File: src/rtl/reflet_uart_bus_bridge.sv
// UART-driven bus master: decodes 'W'/'R' command frames from rx, performs one
// bus access and reports the outcome ('K', read data, '?' or '!') on tx.
module reflet_uart_bus_bridge #(
   parameter int unsigned wordsize  = 16,
   parameter int unsigned addr_size = 16,
   parameter int unsigned clk_frec  = 1000000,
   parameter int unsigned baud      = 9600
) (
   input  logic                 clk,
   input  logic                 reset,
   input  logic                 rx,
   output logic                 tx,
   output logic                 bus_enable,
   output logic [addr_size-1:0] bus_addr,
   output logic                 bus_write_en,
   output logic [wordsize-1:0]  bus_wdata,
   input  logic [wordsize-1:0]  bus_rdata,
   output logic                 busy
);

   localparam int unsigned DIV   = clk_frec / baud;
   localparam int unsigned DB    = wordsize / 8;
   localparam int unsigned AB    = addr_size / 8;
   localparam int unsigned MAXB  = (AB > DB) ? AB : DB;
   localparam int unsigned DIV_W = $clog2(DIV);
   localparam int unsigned CNT_W = $clog2(MAXB + 1);

   localparam logic [DIV_W-1:0] DIV_LAST  = DIV_W'(DIV - 1);
   localparam logic [DIV_W-1:0] HALF_LAST = DIV_W'(DIV / 2 - 1);
   localparam logic [CNT_W-1:0] AB_LAST   = CNT_W'(AB - 1);
   localparam logic [CNT_W-1:0] DB_LAST   = CNT_W'(DB - 1);
   localparam logic [CNT_W-1:0] DB_CNT    = CNT_W'(DB);

   localparam logic [7:0] CH_WRITE = 8'h57;
   localparam logic [7:0] CH_READ  = 8'h52;
   localparam logic [7:0] CH_OK    = 8'h4B;
   localparam logic [7:0] CH_UNK   = 8'h3F;
   localparam logic [7:0] CH_FERR  = 8'h21;

   typedef enum logic [1:0] {RX_IDLE, RX_START, RX_DATA, RX_STOP} rx_state_t;
   typedef enum logic [2:0] {
      S_IDLE, S_ADDR, S_DATA, S_BUS_WR, S_BUS_RD, S_RESP, S_RESP_WAIT
   } state_t;

   // ---------------- receiver ----------------
   rx_state_t        rx_state_q, rx_state_d;
   logic [DIV_W-1:0] rx_cnt_q, rx_cnt_d;
   logic [2:0]       rx_bit_q, rx_bit_d;
   logic [7:0]       rx_sh_q, rx_sh_d;
   logic             rx_prev_q, rx_prev_d;
   logic             rx_valid_q, rx_valid_d;
   logic             rx_ferr_q, rx_ferr_d;

   // Receiver: falling-edge start, mid-start recheck, mid-bit sampling
   always_comb begin
      rx_state_d = rx_state_q;
      rx_cnt_d   = rx_cnt_q;
      rx_bit_d   = rx_bit_q;
      rx_sh_d    = rx_sh_q;
      rx_prev_d  = rx;
      rx_valid_d = 1'b0;
      rx_ferr_d  = 1'b0;
      case (rx_state_q)
         RX_IDLE: begin
            if (rx_prev_q && !rx) begin
               rx_state_d = RX_START;
               rx_cnt_d   = HALF_LAST;
            end
         end
         RX_START: begin
            if (rx_cnt_q == '0) begin
               if (rx) begin
                  rx_state_d = RX_IDLE;
               end else begin
                  rx_state_d = RX_DATA;
                  rx_cnt_d   = DIV_LAST;
                  rx_bit_d   = 3'd0;
               end
            end else begin
               rx_cnt_d = rx_cnt_q - DIV_W'(1);
            end
         end
         RX_DATA: begin
            if (rx_cnt_q == '0) begin
               rx_sh_d  = {rx, rx_sh_q[7:1]};
               rx_cnt_d = DIV_LAST;
               if (rx_bit_q == 3'd7) rx_state_d = RX_STOP;
               else                  rx_bit_d   = rx_bit_q + 3'd1;
            end else begin
               rx_cnt_d = rx_cnt_q - DIV_W'(1);
            end
         end
         RX_STOP: begin
            if (rx_cnt_q == '0) begin
               rx_valid_d = rx;
               rx_ferr_d  = !rx;
               rx_state_d = RX_IDLE;
            end else begin
               rx_cnt_d = rx_cnt_q - DIV_W'(1);
            end
         end
         default: rx_state_d = RX_IDLE;
      endcase
   end

   // Receiver registers
   always_ff @(posedge clk) begin
      if (reset) begin
         rx_state_q <= RX_IDLE;
         rx_cnt_q   <= '0;
         rx_bit_q   <= '0;
         rx_sh_q    <= '0;
         rx_prev_q  <= 1'b1;
         rx_valid_q <= 1'b0;
         rx_ferr_q  <= 1'b0;
      end else begin
         rx_state_q <= rx_state_d;
         rx_cnt_q   <= rx_cnt_d;
         rx_bit_q   <= rx_bit_d;
         rx_sh_q    <= rx_sh_d;
         rx_prev_q  <= rx_prev_d;
         rx_valid_q <= rx_valid_d;
         rx_ferr_q  <= rx_ferr_d;
      end
   end

   // ---------------- transmitter ----------------
   logic             tx_act_q, tx_act_d;
   logic [9:0]       tx_sh_q, tx_sh_d;
   logic [3:0]       tx_bit_q, tx_bit_d;
   logic [DIV_W-1:0] tx_cnt_q, tx_cnt_d;
   logic             tx_q, tx_d;
   logic             tx_start_c;
   logic [7:0]       tx_byte_c;
   logic             tx_done_c;

   assign tx_done_c = tx_act_q && (tx_cnt_q == '0) && (tx_bit_q == 4'd9);

   // Transmitter: start + 8 data + stop, each bit DIV clocks
   always_comb begin
      tx_act_d = tx_act_q;
      tx_sh_d  = tx_sh_q;
      tx_bit_d = tx_bit_q;
      tx_cnt_d = tx_cnt_q;
      tx_d     = tx_q;
      if (!tx_act_q) begin
         if (tx_start_c) begin
            tx_act_d = 1'b1;
            tx_sh_d  = {1'b1, tx_byte_c, 1'b0};
            tx_d     = 1'b0;
            tx_bit_d = 4'd0;
            tx_cnt_d = DIV_LAST;
         end
      end else if (tx_cnt_q == '0) begin
         if (tx_bit_q == 4'd9) begin
            tx_act_d = 1'b0;
            tx_d     = 1'b1;
         end else begin
            tx_sh_d  = tx_sh_q >> 1;
            tx_d     = tx_sh_q[1];
            tx_bit_d = tx_bit_q + 4'd1;
            tx_cnt_d = DIV_LAST;
         end
      end else begin
         tx_cnt_d = tx_cnt_q - DIV_W'(1);
      end
   end

   // Transmitter registers; line returns high immediately on reset
   always_ff @(posedge clk) begin
      if (reset) begin
         tx_act_q <= 1'b0;
         tx_sh_q  <= '1;
         tx_bit_q <= '0;
         tx_cnt_q <= '0;
         tx_q     <= 1'b1;
      end else begin
         tx_act_q <= tx_act_d;
         tx_sh_q  <= tx_sh_d;
         tx_bit_q <= tx_bit_d;
         tx_cnt_q <= tx_cnt_d;
         tx_q     <= tx_d;
      end
   end

   // ---------------- command FSM ----------------
   state_t               state_q, state_d;
   logic                 write_q, write_d;
   logic [CNT_W-1:0]     cnt_q, cnt_d;
   logic [addr_size-1:0] addr_q, addr_d;
   logic [wordsize-1:0]  wdata_q, wdata_d;
   logic [wordsize-1:0]  resp_q, resp_d;
   logic                 bus_enable_q, bus_enable_d;
   logic                 bus_write_en_q, bus_write_en_d;
   logic [addr_size-1:0] bus_addr_q, bus_addr_d;
   logic [wordsize-1:0]  bus_wdata_q, bus_wdata_d;
   logic                 busy_q, busy_d;

   // Command decode, bus access sequencing and response queueing
   always_comb begin
      state_d        = state_q;
      write_d        = write_q;
      cnt_d          = cnt_q;
      addr_d         = addr_q;
      wdata_d        = wdata_q;
      resp_d         = resp_q;
      bus_enable_d   = 1'b0;
      bus_write_en_d = 1'b0;
      bus_addr_d     = bus_addr_q;
      bus_wdata_d    = bus_wdata_q;
      tx_start_c     = 1'b0;
      tx_byte_c      = resp_q[wordsize-1 -: 8];
      case (state_q)
         S_IDLE: begin
            if (rx_valid_q) begin
               cnt_d = '0;
               if (rx_sh_q == CH_WRITE) begin
                  write_d = 1'b1;
                  state_d = S_ADDR;
               end else if (rx_sh_q == CH_READ) begin
                  write_d = 1'b0;
                  state_d = S_ADDR;
               end else begin
                  resp_d  = wordsize'(CH_UNK) << (wordsize - 8);
                  cnt_d   = CNT_W'(1);
                  state_d = S_RESP;
               end
            end
         end
         S_ADDR: begin
            if (rx_ferr_q) begin
               resp_d  = wordsize'(CH_FERR) << (wordsize - 8);
               cnt_d   = CNT_W'(1);
               state_d = S_RESP;
            end else if (rx_valid_q) begin
               addr_d = (addr_q << 8) | addr_size'(rx_sh_q);
               if (cnt_q == AB_LAST) begin
                  cnt_d   = '0;
                  state_d = write_q ? S_DATA : S_BUS_RD;
               end else begin
                  cnt_d = cnt_q + CNT_W'(1);
               end
            end
         end
         S_DATA: begin
            if (rx_ferr_q) begin
               resp_d  = wordsize'(CH_FERR) << (wordsize - 8);
               cnt_d   = CNT_W'(1);
               state_d = S_RESP;
            end else if (rx_valid_q) begin
               wdata_d = (wdata_q << 8) | wordsize'(rx_sh_q);
               if (cnt_q == DB_LAST) begin
                  cnt_d   = '0;
                  state_d = S_BUS_WR;
               end else begin
                  cnt_d = cnt_q + CNT_W'(1);
               end
            end
         end
         S_BUS_WR: begin
            resp_d  = wordsize'(CH_OK) << (wordsize - 8);
            cnt_d   = CNT_W'(1);
            state_d = S_RESP;
         end
         S_BUS_RD: begin
            resp_d  = bus_rdata;
            cnt_d   = DB_CNT;
            state_d = S_RESP;
         end
         S_RESP: begin
            tx_start_c = 1'b1;
            resp_d     = resp_q << 8;
            cnt_d      = cnt_q - CNT_W'(1);
            state_d    = S_RESP_WAIT;
         end
         S_RESP_WAIT: begin
            if (tx_done_c) state_d = (cnt_q == '0) ? S_IDLE : S_RESP;
         end
         default: state_d = S_IDLE;
      endcase

      // Bus strobe is registered so it coincides with the BUS_* state
      if (state_d == S_BUS_WR) begin
         bus_enable_d   = 1'b1;
         bus_write_en_d = 1'b1;
         bus_addr_d     = addr_d;
         bus_wdata_d    = wdata_d;
      end else if (state_d == S_BUS_RD) begin
         bus_enable_d   = 1'b1;
         bus_addr_d     = addr_d;
      end
      busy_d = (state_d != S_IDLE);
   end

   // FSM and bus output registers
   always_ff @(posedge clk) begin
      if (reset) begin
         state_q        <= S_IDLE;
         write_q        <= 1'b0;
         cnt_q          <= '0;
         addr_q         <= '0;
         wdata_q        <= '0;
         resp_q         <= '0;
         bus_enable_q   <= 1'b0;
         bus_write_en_q <= 1'b0;
         bus_addr_q     <= '0;
         bus_wdata_q    <= '0;
         busy_q         <= 1'b0;
      end else begin
         state_q        <= state_d;
         write_q        <= write_d;
         cnt_q          <= cnt_d;
         addr_q         <= addr_d;
         wdata_q        <= wdata_d;
         resp_q         <= resp_d;
         bus_enable_q   <= bus_enable_d;
         bus_write_en_q <= bus_write_en_d;
         bus_addr_q     <= bus_addr_d;
         bus_wdata_q    <= bus_wdata_d;
         busy_q         <= busy_d;
      end
   end

   assign tx           = tx_q;
   assign bus_enable   = bus_enable_q;
   assign bus_write_en = bus_write_en_q;
   assign bus_addr     = bus_addr_q;
   assign bus_wdata    = bus_wdata_q;
   assign busy         = busy_q;

endmodule

File: config.mk
export PLATFORM = sky130hd
export DESIGN_NAME = reflet_uart_bus_bridge
export DESIGN_NICKNAME = d
export VERILOG_FILES = /design/src/rtl/reflet_uart_bus_bridge.sv
export SDC_FILE = /design/constraint.sdc
export NUM_CORES = 1
export LEC_CHECK = 0
export CORE_UTILIZATION = 52
export CTS_CLUSTER_DIAMETER = 40
export DETAILED_ROUTE_END_ITERATION = 8
export PLACE_DENSITY = 0.82
export RECOVER_POWER = 50
export SYNTH_ARGS = -nofsm -noshare
export SYNTH_HDL_FRONTEND = slang
export SYNTH_SLANG_ARGS = --single-unit
File: constraint.sdc
create_clock -name clk -period 2.3 [get_ports clk]
set_clock_uncertainty 0.1 [all_clocks]
set_input_delay 0.46 -clock clk [delete_from_list [all_inputs] [get_ports clk]]
set_output_delay 0.46 -clock clk [all_outputs]
set_load 0.01 [all_outputs]
After elaboration in Yosys (flattened, before gate mapping). Index checks and enable logic that the tools add are counted.

Bits in registers: 135. Input bits: 19. Output and inout port bits: 36. Logic and storage cells: 171.

$add $sub $neg: 6. Equality and inequality tests: 33. Multiplexer cells: 77. Bitwise gates (word level): 4. Reductions and logical operators: 28.

Operators with widths (number): $mux W16 (12); $pmux W16 S5 (1); $mux W7 (9); $mux W3 (16); $mux W10 (4); $or A16 B8 Y16 (2); $pmux W7 S4 (1); $ne A2 B2 Y1 const B (12); $mux W2 (10); $pmux W3 S6 (1); $eq A8 B7 Y1 const B (2); $mux W1 (16); $mux W4 (4); $eq A3 B3 Y1 const B (5); $reduce_and A5 Y1 (3); $logic_not A7 Y1 (2); $sub A7 B1 Y7 const B (2); $reduce_and A3 Y1 (4); $pmux W2 S5 (1); $eq A3 B2 Y1 const B (3); $pmux W2 S4 (1); $reduce_bool A2 Y1 (4); $ne A3 B3 Y1 const B (2); $pmux W3 S2 (1); 20 further kinds (30).

Depth between registers and ports, before layout. Gate-level depths: netlist (run 1).

Depth after elaboration: 8. Mapped depth: 9. Gate-level depth less buffers: 8.

Worst setup path before layout (run 1). Ideal clock, no wire load.

Path kind: register -> register. Start: register tx_cnt_q[0]. End: register bus_addr_q[14], in the netlist bus_addr[14]. Library setup time: 0.123 ns. Data arrival time: 2.249 ns. Data required time: 2.077 ns. Setup slack: -0.172 ns. Stages on the path, launching flop included: 10. Path buffers: 1. Clock period less this slack: 2.472 ns. Cell sequence: dfxtp_1 > inv_1 > ha_1 > nor2b_1 > nand3_1 > o32a_1 > and3_1 > a21oi_4 > buf_6 > mux2_1.

Longest elaborated chain between the ends: 7. Elaborated cells on any way between the ends: 9. Classes of those cells: 2 x eq/ne; 3 x mux; 4 x reduce/logical.

Ends and longest elaborated chain: from (decl) (RTL line 131) `logic [DIV_W-1:0] tx_cnt_q, tx_cnt_d;`; from (signal assigned) (RTL line 181) `tx_cnt_q <= tx_cnt_d;`; $logic_not A7 Y1 (*) (RTL line 137) `assign tx_done_c = tx_act_q && (tx_cnt_q == '0) && (tx_bit_q == 4'd9);`; $logic_and A1 B1 Y1 (*) (2 in series) (RTL line 137); $mux W3 (*) (RTL line 277) `if (tx_done_c) state_d = (cnt_q == '0) ? S_IDLE : S_RESP;`; $pmux W3 S6 (*) (RTL line 213) `case (state_q)`; $eq A3 B2 Y1 or $eq A3 B3 Y1 (tied branches) (RTL line 283, 288); $mux W16 or $reduce_bool A2 Y1 (tied branches); to (signal assigned) (RTL line 318) `bus_addr_q <= bus_addr_d;`; to (decl) (RTL line 195) `logic [addr_size-1:0] bus_addr_q, bus_addr_d;`.

Every way passes the cells marked *; elsewhere a longest branch is shown, timed or not. A chain may end at the register's enable or synchronous reset.

Worst setup path after layout (run 1).
Start: register tx_bit_q[1]. End: register bus_addr_q[14], in the netlist bus_addr[14].

Longest elaborated chain between the ends: 6. Elaborated cells on any way between the ends: 8. Classes of those cells: 3 x eq/ne; 3 x mux; 2 x reduce/logical.

Ends and longest elaborated chain: from (decl) (RTL line 130) `logic [3:0] tx_bit_q, tx_bit_d;`; from (signal assigned) (RTL line 180) `tx_bit_q <= tx_bit_d;`; $eq A4 B4 Y1 (*) (RTL line 137); $logic_and A1 B1 Y1 (*) (RTL line 137); $mux W3 (*) (RTL line 277); $pmux W3 S6 (*) (RTL line 213); $eq A3 B2 Y1 or $eq A3 B3 Y1 (tied branches) (RTL line 283, 288); $mux W16 or $reduce_bool A2 Y1 (tied branches).

Marks and branches as above.

==> out/metrics.yaml, run 1 <==
run_status:
  status: "finished with violations"
  violations: "negative setup slack"
sta:
  worst_slack_ns: -0.207
  worst_pin_slew_ns: 0.756
  unrepaired_setup_endpoints_after_global_routing: "true"
  final_period_minus_worst_setup_slack_ns: 2.51
  relSlewSlack: 0.492
  finalMaxSlewViolations: 0
  fmax_mhz: 399
  timing.final.setup_violations: 17
  finalHoldViolations: 0
  period_share: 1.09
power_and_ir_drop:
  static-leakage-power_nw: 3.10
  irDropWorstVdd_mv: 0.597
  power_density_nw_per_um2: 761
critical_path:
  rr_startpoint: "tx_bit_q[1]$_SDFFE_PP0P_"
  critPathKind: "reg -> reg"
  max_fanout_on_critical_path: 8
  critical_path_arrival_ns: 2.84
  timing.reg2reg.worst_path_depth: 9
  worst_r2r_endpoint: "bus_addr[14]$_SDFFE_PP0P_"
  kind_of_capture_point_of_the_worst_setup_path: "flop"
  crit_end: "bus_addr[14]$_SDFFE_PP0P_"
  rrSetupSlack_ns: -0.21
  required_time_at_the_worst_slack_endpoint_ns: 2.63
  startpoint_types: "flop"
  critPathLaunch: "tx_bit_q[1]$_SDFFE_PP0P_"
route:
  via_count: 4954
  remaining_drc_errors: 0
  dr.pass1.iters: 5
  antenna_violating_nets_post_route: 0
  detailedRoute.firstIterationViolations: 307
  detail_route.vias_per_cell: 5.68
  routed_wire_length_per_instance_um: 16.3
  route.final.wire_length_um: 14200
placement:
  dpl.hpwl_um: 8990
  port_buffers: 54
  dpl_cell_area_um2: 6830
  detailedPlace.worstSlack_ns: -0.186
  gpl.final_weighted_congestion: 0.892
yosys:
  ys.flop_type: "sky130_fd_sc_hd__dfxtp_1"
  yosys_warnings: 0
  synthesis.instances: 629
  yosysTopAreaCellShare: 0.458
  yosys-top-cells-area: "sky130_fd_sc_hd__dfxtp_1 46%, sky130_fd_sc_hd__mux2i_1 8.7%, sky130_fd_sc_hd__nor2_1 6.5%"
  yosysTopAreaCell: "sky130_fd_sc_hd__dfxtp_1"
  synth.net_count: 664
  ys_seq_area_frac: 0.458
  synth_area_um2: 5850
  yosys-top-cells-count: "134 x sky130_fd_sc_hd__dfxtp_1, 101 x sky130_fd_sc_hd__nor2_1, 51 x sky130_fd_sc_hd__mux2i_1"
  proportion_of_register_bits_with_asynchronous_set_or_reset_after_synthesis: 0
  synth-edff-count: 0
  synth.lib_cells_used.distinct: 57
  syn_area_per_cell_um2: 9.30
  yosys_register_bits: 134
  yosys.cell_count.top_type: "sky130_fd_sc_hd__dfxtp_1"
cts:
  cts.path.max_buffers: 2
  cts_buffers: 17
  clock_tree.htree_level_count: 4
  clkTransAtPathRegs_ns: 0.06
  insertion_delay_ns: 0.54
  cts_tree: "yes"
  clock_sink_count: 134
  cts_root_buffer: "sky130_fd_sc_hd__clkbuf_8"
layout:
  nFillCells: 777
  fin_area_um2: 7620
  antenna-diode-count: 0
  syn_to_final_growth_pct: 30.3
  drive_gt1_frac: 0.186
  design.final.nets: 755
floorplanning:
  die_w_um: 108
  number_of_ports_placed_on_the_die_boundary: 55
  chipHeight_um: 108
  fp-row-count: 38
  fp.dieArea_um2: 11700
  initial_core_util: 0.537
  core-area_um2: 10900
min_path:
  timing.hold.worst_path_depth: 2
  min_path_type: "in -> reg"
grt:
  grt.overflow.total: 0
  grt_use_total: 0.248
  pin_count_of_the_biggest_net_entering_global_routing: 67
  first_global_vias: 4894
  gr-usage-met1: 0.289
  fraction_of_met3_tracks_used_by_global_routing: 0.0615
  groute.layer.met2.usage: 0.420
  number_of_antenna_violations_at_the_first_check_in_global_routing: 0
  top_usage_layer: "met2"
  grt_pass1_wl_um: 22600
flow_run:
  maxCapViolCount: 0
==> registers in the layout, summed over array words and instances, names as in the netlist, 7 cells and up, named ones only <==
register	cells
wdata_q	16
rx_sh_q	8
rx_cnt_q	7
tx_sh_q	9
resp_q	16
addr_q	16
bus_addr	16
tx_cnt_q	7
bus_wdata	16
==> worst max-delay path: stages (launching register included) <==
cell	delay, ns
sky130_fd_sc_hd__dfxtp_2	0.33
sky130_fd_sc_hd__inv_2	0.06
sky130_fd_sc_hd__ha_4	0.12
sky130_fd_sc_hd__and4b_2	0.29
sky130_fd_sc_hd__and3_4	0.22
sky130_fd_sc_hd__a21oi_2	0.06
sky130_fd_sc_hd__or4_4	0.44
sky130_fd_sc_hd__a21oi_4	0.26
sky130_fd_sc_hd__clkbuf_16	0.22
sky130_fd_sc_hd__mux2_4	0.30
==> kinds of logic (layout without fill, tap and decap cells) <==
family / after synthesis / in the layout / share of synthesized area
simple gates: 221 / 221 / 0.185
flops: 134 / 134 / 0.458
compound gates: 122 / 122 / 0.144
mux: 69 / 69 / 0.127
buf+inv: 59 / 162 / 0.0400
fa+ha+maj: 16 / 16 / 0.0342
xor+xnor: 8 / 8 / 0.0120
==> worst min-delay path by stage <==
stage,startpoint,end,slack (ns)
2_1_floorplan,resp_q[10]$_SDFFE_PP0P_,resp_q[10]$_SDFFE_PP0P_,0.33
3_3_place_gp,resp_q[12]$_SDFFE_PP0P_,resp_q[12]$_SDFFE_PP0P_,0.34
3_5_place_dp,resp_q[12]$_SDFFE_PP0P_,resp_q[12]$_SDFFE_PP0P_,0.35
4_1_cts,reset,state_q[0]$_SDFF_PP0_,0.32
5_1_grt,reset,bus_enable$_SDFF_PP0_,0.36
6_report,reset,bus_enable$_SDFF_PP0_,0.34
==> layer usage <==
metal	wire length [um]	up-vias
met3	585	32
met2	7290	131
met5	0	-
met1	5940	2415
met4	372	0
li1	-	2376
==> area by class of cell <==
| cell class | count | area [um^2] | share of cell area |
|---|---|---|---|
| clock buffers | 19 | 432 | 0.0566 |
| repair buffers | 112 | 1050 | 0.138 |
| inverters | 19 | 71.3 | 0.00935 |
| clock inverters | 12 | 201 | 0.0264 |
| multi-input cells | 436 | 3010 | 0.394 |
| flip-flops and latches | 134 | 2690 | 0.353 |
| well taps | 140 | 175 | 0.0230 |
==> stage by stage <==
stage	util	setup TNS [ns]	hold WS (ns)	power, mW	cells
2_1_floorplan	-	-0.831	0.331	2.77	629
3_3_place_gp	0.627	-1.37	0.344	2.88	834
3_5_place_dp	0.627	-4.66	0.352	2.91	834
4_1_cts	0.688	-2.03	0.322	5.80	866
5_1_grt	0.700	-5.95	0.360	5.99	872
6_report	0.700	-3.18	0.338	5.80	872
==> cells in the final DEF, fill, tap and decap left out, types with 15 or more instances in the layout <==
cell                              instances
sky130_fd_sc_hd__ha_1                    15
sky130_fd_sc_hd__nor3_1                  16
sky130_fd_sc_hd__mux2i_1                 51
sky130_fd_sc_hd__nand2_1                 33
sky130_fd_sc_hd__clkdlybuf4s50_1         52
sky130_fd_sc_hd__a21oi_1                 32
sky130_fd_sc_hd__dfxtp_1                129
sky130_fd_sc_hd__nor2_1                 100
sky130_fd_sc_hd__a211oi_1                18
sky130_fd_sc_hd__clkbuf_16               18
sky130_fd_sc_hd__buf_4                   49
sky130_fd_sc_hd__nor2b_1                 20
sky130_fd_sc_hd__inv_1                   18
==> power breakdown <==
part	switching, mW	total (mW)	leakage, nW	internal [mW]
clock network	1.03	2.93	0.304	1.89
registers	0.0399	2.40	1.08	2.36
logic	0.290	0.474	1.71	0.184
==> repair_timing <==
action,4_1_cts,5_1_grt
gates cloned,0,3
endpoints found under the setup margin,33,39
buffers inserted,1,3
pin swaps,1,2
hold buffers,0,0
resized for setup,4,17
endpoints found under the hold margin,0,0
(Power assumes the default switching activity.)
==> inputs of run 2 (changes only) <==
--- a/config.mk
+++ b/config.mk
@@ -10,6 +10,7 @@
 export DETAILED_ROUTE_END_ITERATION = 8
 export PLACE_DENSITY = 0.82
 export RECOVER_POWER = 50
+export REMOVE_ABC_BUFFERS = 1
 export SYNTH_ARGS = -nofsm -noshare
 export SYNTH_HDL_FRONTEND = slang
 export SYNTH_SLANG_ARGS = --single-unit
==> run 2 against run 1 <==
The run still ends with negative setup slack left. Critical path depth increased by 1. Core utilization increased by 0.17 points. Clock-buffer cell count increased by 2. Via count decreased by 0.10%. Cell count increased by 0.34%. Critical path type unchanged. Largest cell class unchanged.
==> out/metrics.yaml, run 2 (synthesis gave the netlist of run 1 again) <==
cts:
  cts_tree: "yes"
  cts_root_buffer: "sky130_fd_sc_hd__clkbuf_8"
  clock_tree.htree_level_count: 4
  hold_buffers: 0
  cts_buffers: 17
  clkTransAtPathRegs_ns: 0.06
  clock_sink_count: 134
  cts.path.max_buffers: 2
  insertion_delay_ns: 0.54
power_and_ir_drop:
  static-leakage-power_nw: 3.12
  p_sw_frac: 0.240
  internal_power_mw: 4.26
  power_density_nw_per_um2: 733
  clock_network_fraction_of_design_power: 0.487
  p_comb_frac: 0.083
  irDropWorstVdd_mv: 0.894
  power.total_mw: 5.60
  sequential_share_of_power: 0.429
  switchingPower_mw: 1.34
grt:
  number_of_antenna_violations_at_the_first_check_in_global_routing: 0
  grt_pass1_wl_um: 22100
  first_global_vias: 4749
  grt.overflow.total: 0
  pin_count_of_the_biggest_net_entering_global_routing: 40
  grt_use_total: 0.241
layout:
  antenna-diode-count: 0
  drive_gt1_frac: 0.193
  design.final.nets: 757
  most-common-layout-cells: "129 x sky130_fd_sc_hd__dfxtp_1, 101 x sky130_fd_sc_hd__nor2_1, 52 x sky130_fd_sc_hd__clkdlybuf4s50_1"
  postLayoutCoreUtil: 0.702
  layout_commonest_cell: "sky130_fd_sc_hd__dfxtp_1"
  syn_to_final_growth_pct: 30.6
route:
  route.final.wire_length_um: 14400
  antenna_violating_nets_post_route: 0
  via_count: 4949
  remaining_drc_errors: 0
  detailedRoute.firstIterationViolations: 254
  detail_route.vias_per_cell: 5.66
  routed_wire_length_per_instance_um: 16.5
  dr.pass1.iters: 4
critical_path:
  critical_path_arrival_ns: 2.80
  rrSetupSlack_ns: -0.17
  worst_path_max_delay_cell: "sky130_fd_sc_hd__o32a_1"
  critical_path.cell_chain: "inv_2, ha_4, and4b_2, nand3_2, o32a_1, nor4_4, buf_6, a21oi_4, clkbuf_16, mux2_4"
  required_time_at_the_worst_slack_endpoint_ns: 2.63
  timing.critical_path.max_delay_family: "simple AND/OR/NAND/NOR gates"
  critical_path_buf_inv_count: 3
  crit_path_max_incr_delay_ns: 0.41
  startpoint_types: "flop"
  kind_of_capture_point_of_the_worst_setup_path: "flop"
  critPathLaunch: "tx_bit_q[1]$_SDFFE_PP0P_"
  max_fanout_on_critical_path: 8
  rr_startpoint: "tx_bit_q[1]$_SDFFE_PP0P_"
  critPathKind: "reg -> reg"
sta:
  relSlewSlack: 0.427
  timing.final.setup_violations: 26
  finalHoldViolations: 0
  setup_tns_ns: -3.00
  unrepaired_setup_endpoints_after_global_routing: "true"
  worst_pin_slew_ns: 0.853
  period_share: 1.07
  fmax_mhz: 405
  final_period_minus_worst_setup_slack_ns: 2.47
  worst_slack_ns: -0.166
  finalMaxSlewViolations: 0
  hold_ws_ns: 0.228
placement:
  dpl.hpwl_um: 9020
  port_buffers: 54
  gpl.final_weighted_congestion: 0.880
run_status:
  status: "finished with violations"
  violations: "negative setup slack"
min_path:
  min_path_type: "in -> reg"
  worstHoldStart: "reset"
floorplanning:
  core-area_um2: 10900
  initial_core_util: 0.537
  chipHeight_um: 108
  number_of_ports_placed_on_the_die_boundary: 55
  fp-row-count: 38
  die_w_um: 108
  fp.dieArea_um2: 11700
flow_run:
  maxCapViolCount: 0
==> run 2: changes by cell type in the layout (fill, tap and decap cells not counted), moves of 2 or more <==
cell                        delta
sky130_fd_sc_hd__buf_4         +2
sky130_fd_sc_hd__bufinv_16     -2
sky130_fd_sc_hd__inv_2         +2
sky130_fd_sc_hd__inv_1         -2
sky130_fd_sc_hd__clkinv_4      +2
==> run 2: worst paths after layout <==
check / to / depth (start not counted)
max: bus_addr[15]$_SDFFE_PP0P_ / 10
min: bus_enable$_SDFF_PP0_ / 2
max reg2reg: bus_addr[15]$_SDFFE_PP0P_ / 10
min reg2reg: resp_q[12]$_SDFFE_PP0P_ / 2
==> run 2: per-stage QoR <==
stage                     setup WS [ns]  cells  cell area (um^2)
after global routing             -0.230    875              7640
after global placement          -0.0795    834              6830
after detailed placement         -0.159    834              6830
after floorplan                   -1.42    589              5690
after CTS                        -0.102    866              7460
final                            -0.166    875              7640
==> run 2: metal layers <==
metal  vias up  track usage  part of all wire
met4         0        0.114             0.024
met3        34       0.0573             0.050
met1      2385        0.286              0.42
met2       141        0.409              0.51
li1       2389            -                 -
met5         -            0                 0
==> run 2: cell type report <==
cell class                      count  area (um^2)
Timing Repair Buffer              114         1090
Fill cell                         769         3250
Clock inverter                     11          150
Clock buffer                       21          449
Tap cell                          140          175
Inverter                           19         71.3
Multi-Input combinational cell    436         3010
Sequential cell                   134         2690
==> run 2: repair_timing <==
| action | 4_1_cts | 5_1_grt |
|---|---|---|
| gates cloned | 0 | 4 |
| pin swaps | 1 | 17 |
| hold endpoints to repair | 0 | 0 |
| gates resized for setup | 8 | 22 |
| setup buffers | 0 | 5 |
| endpoints found under the setup margin | 33 | 35 |
==> run 2: power by group through the flow <==
stage / Combinational [mW] / Sequential (mW) / Clock, mW
after floorplan: 0.308 / 2.44 / 0
after global placement: 0.436 / 2.45 / 0
after detailed placement: 0.460 / 2.45 / 0
after CTS: 0.462 / 2.40 / 2.75
after global routing: 0.516 / 2.41 / 2.86
final: 0.468 / 2.40 / 2.73
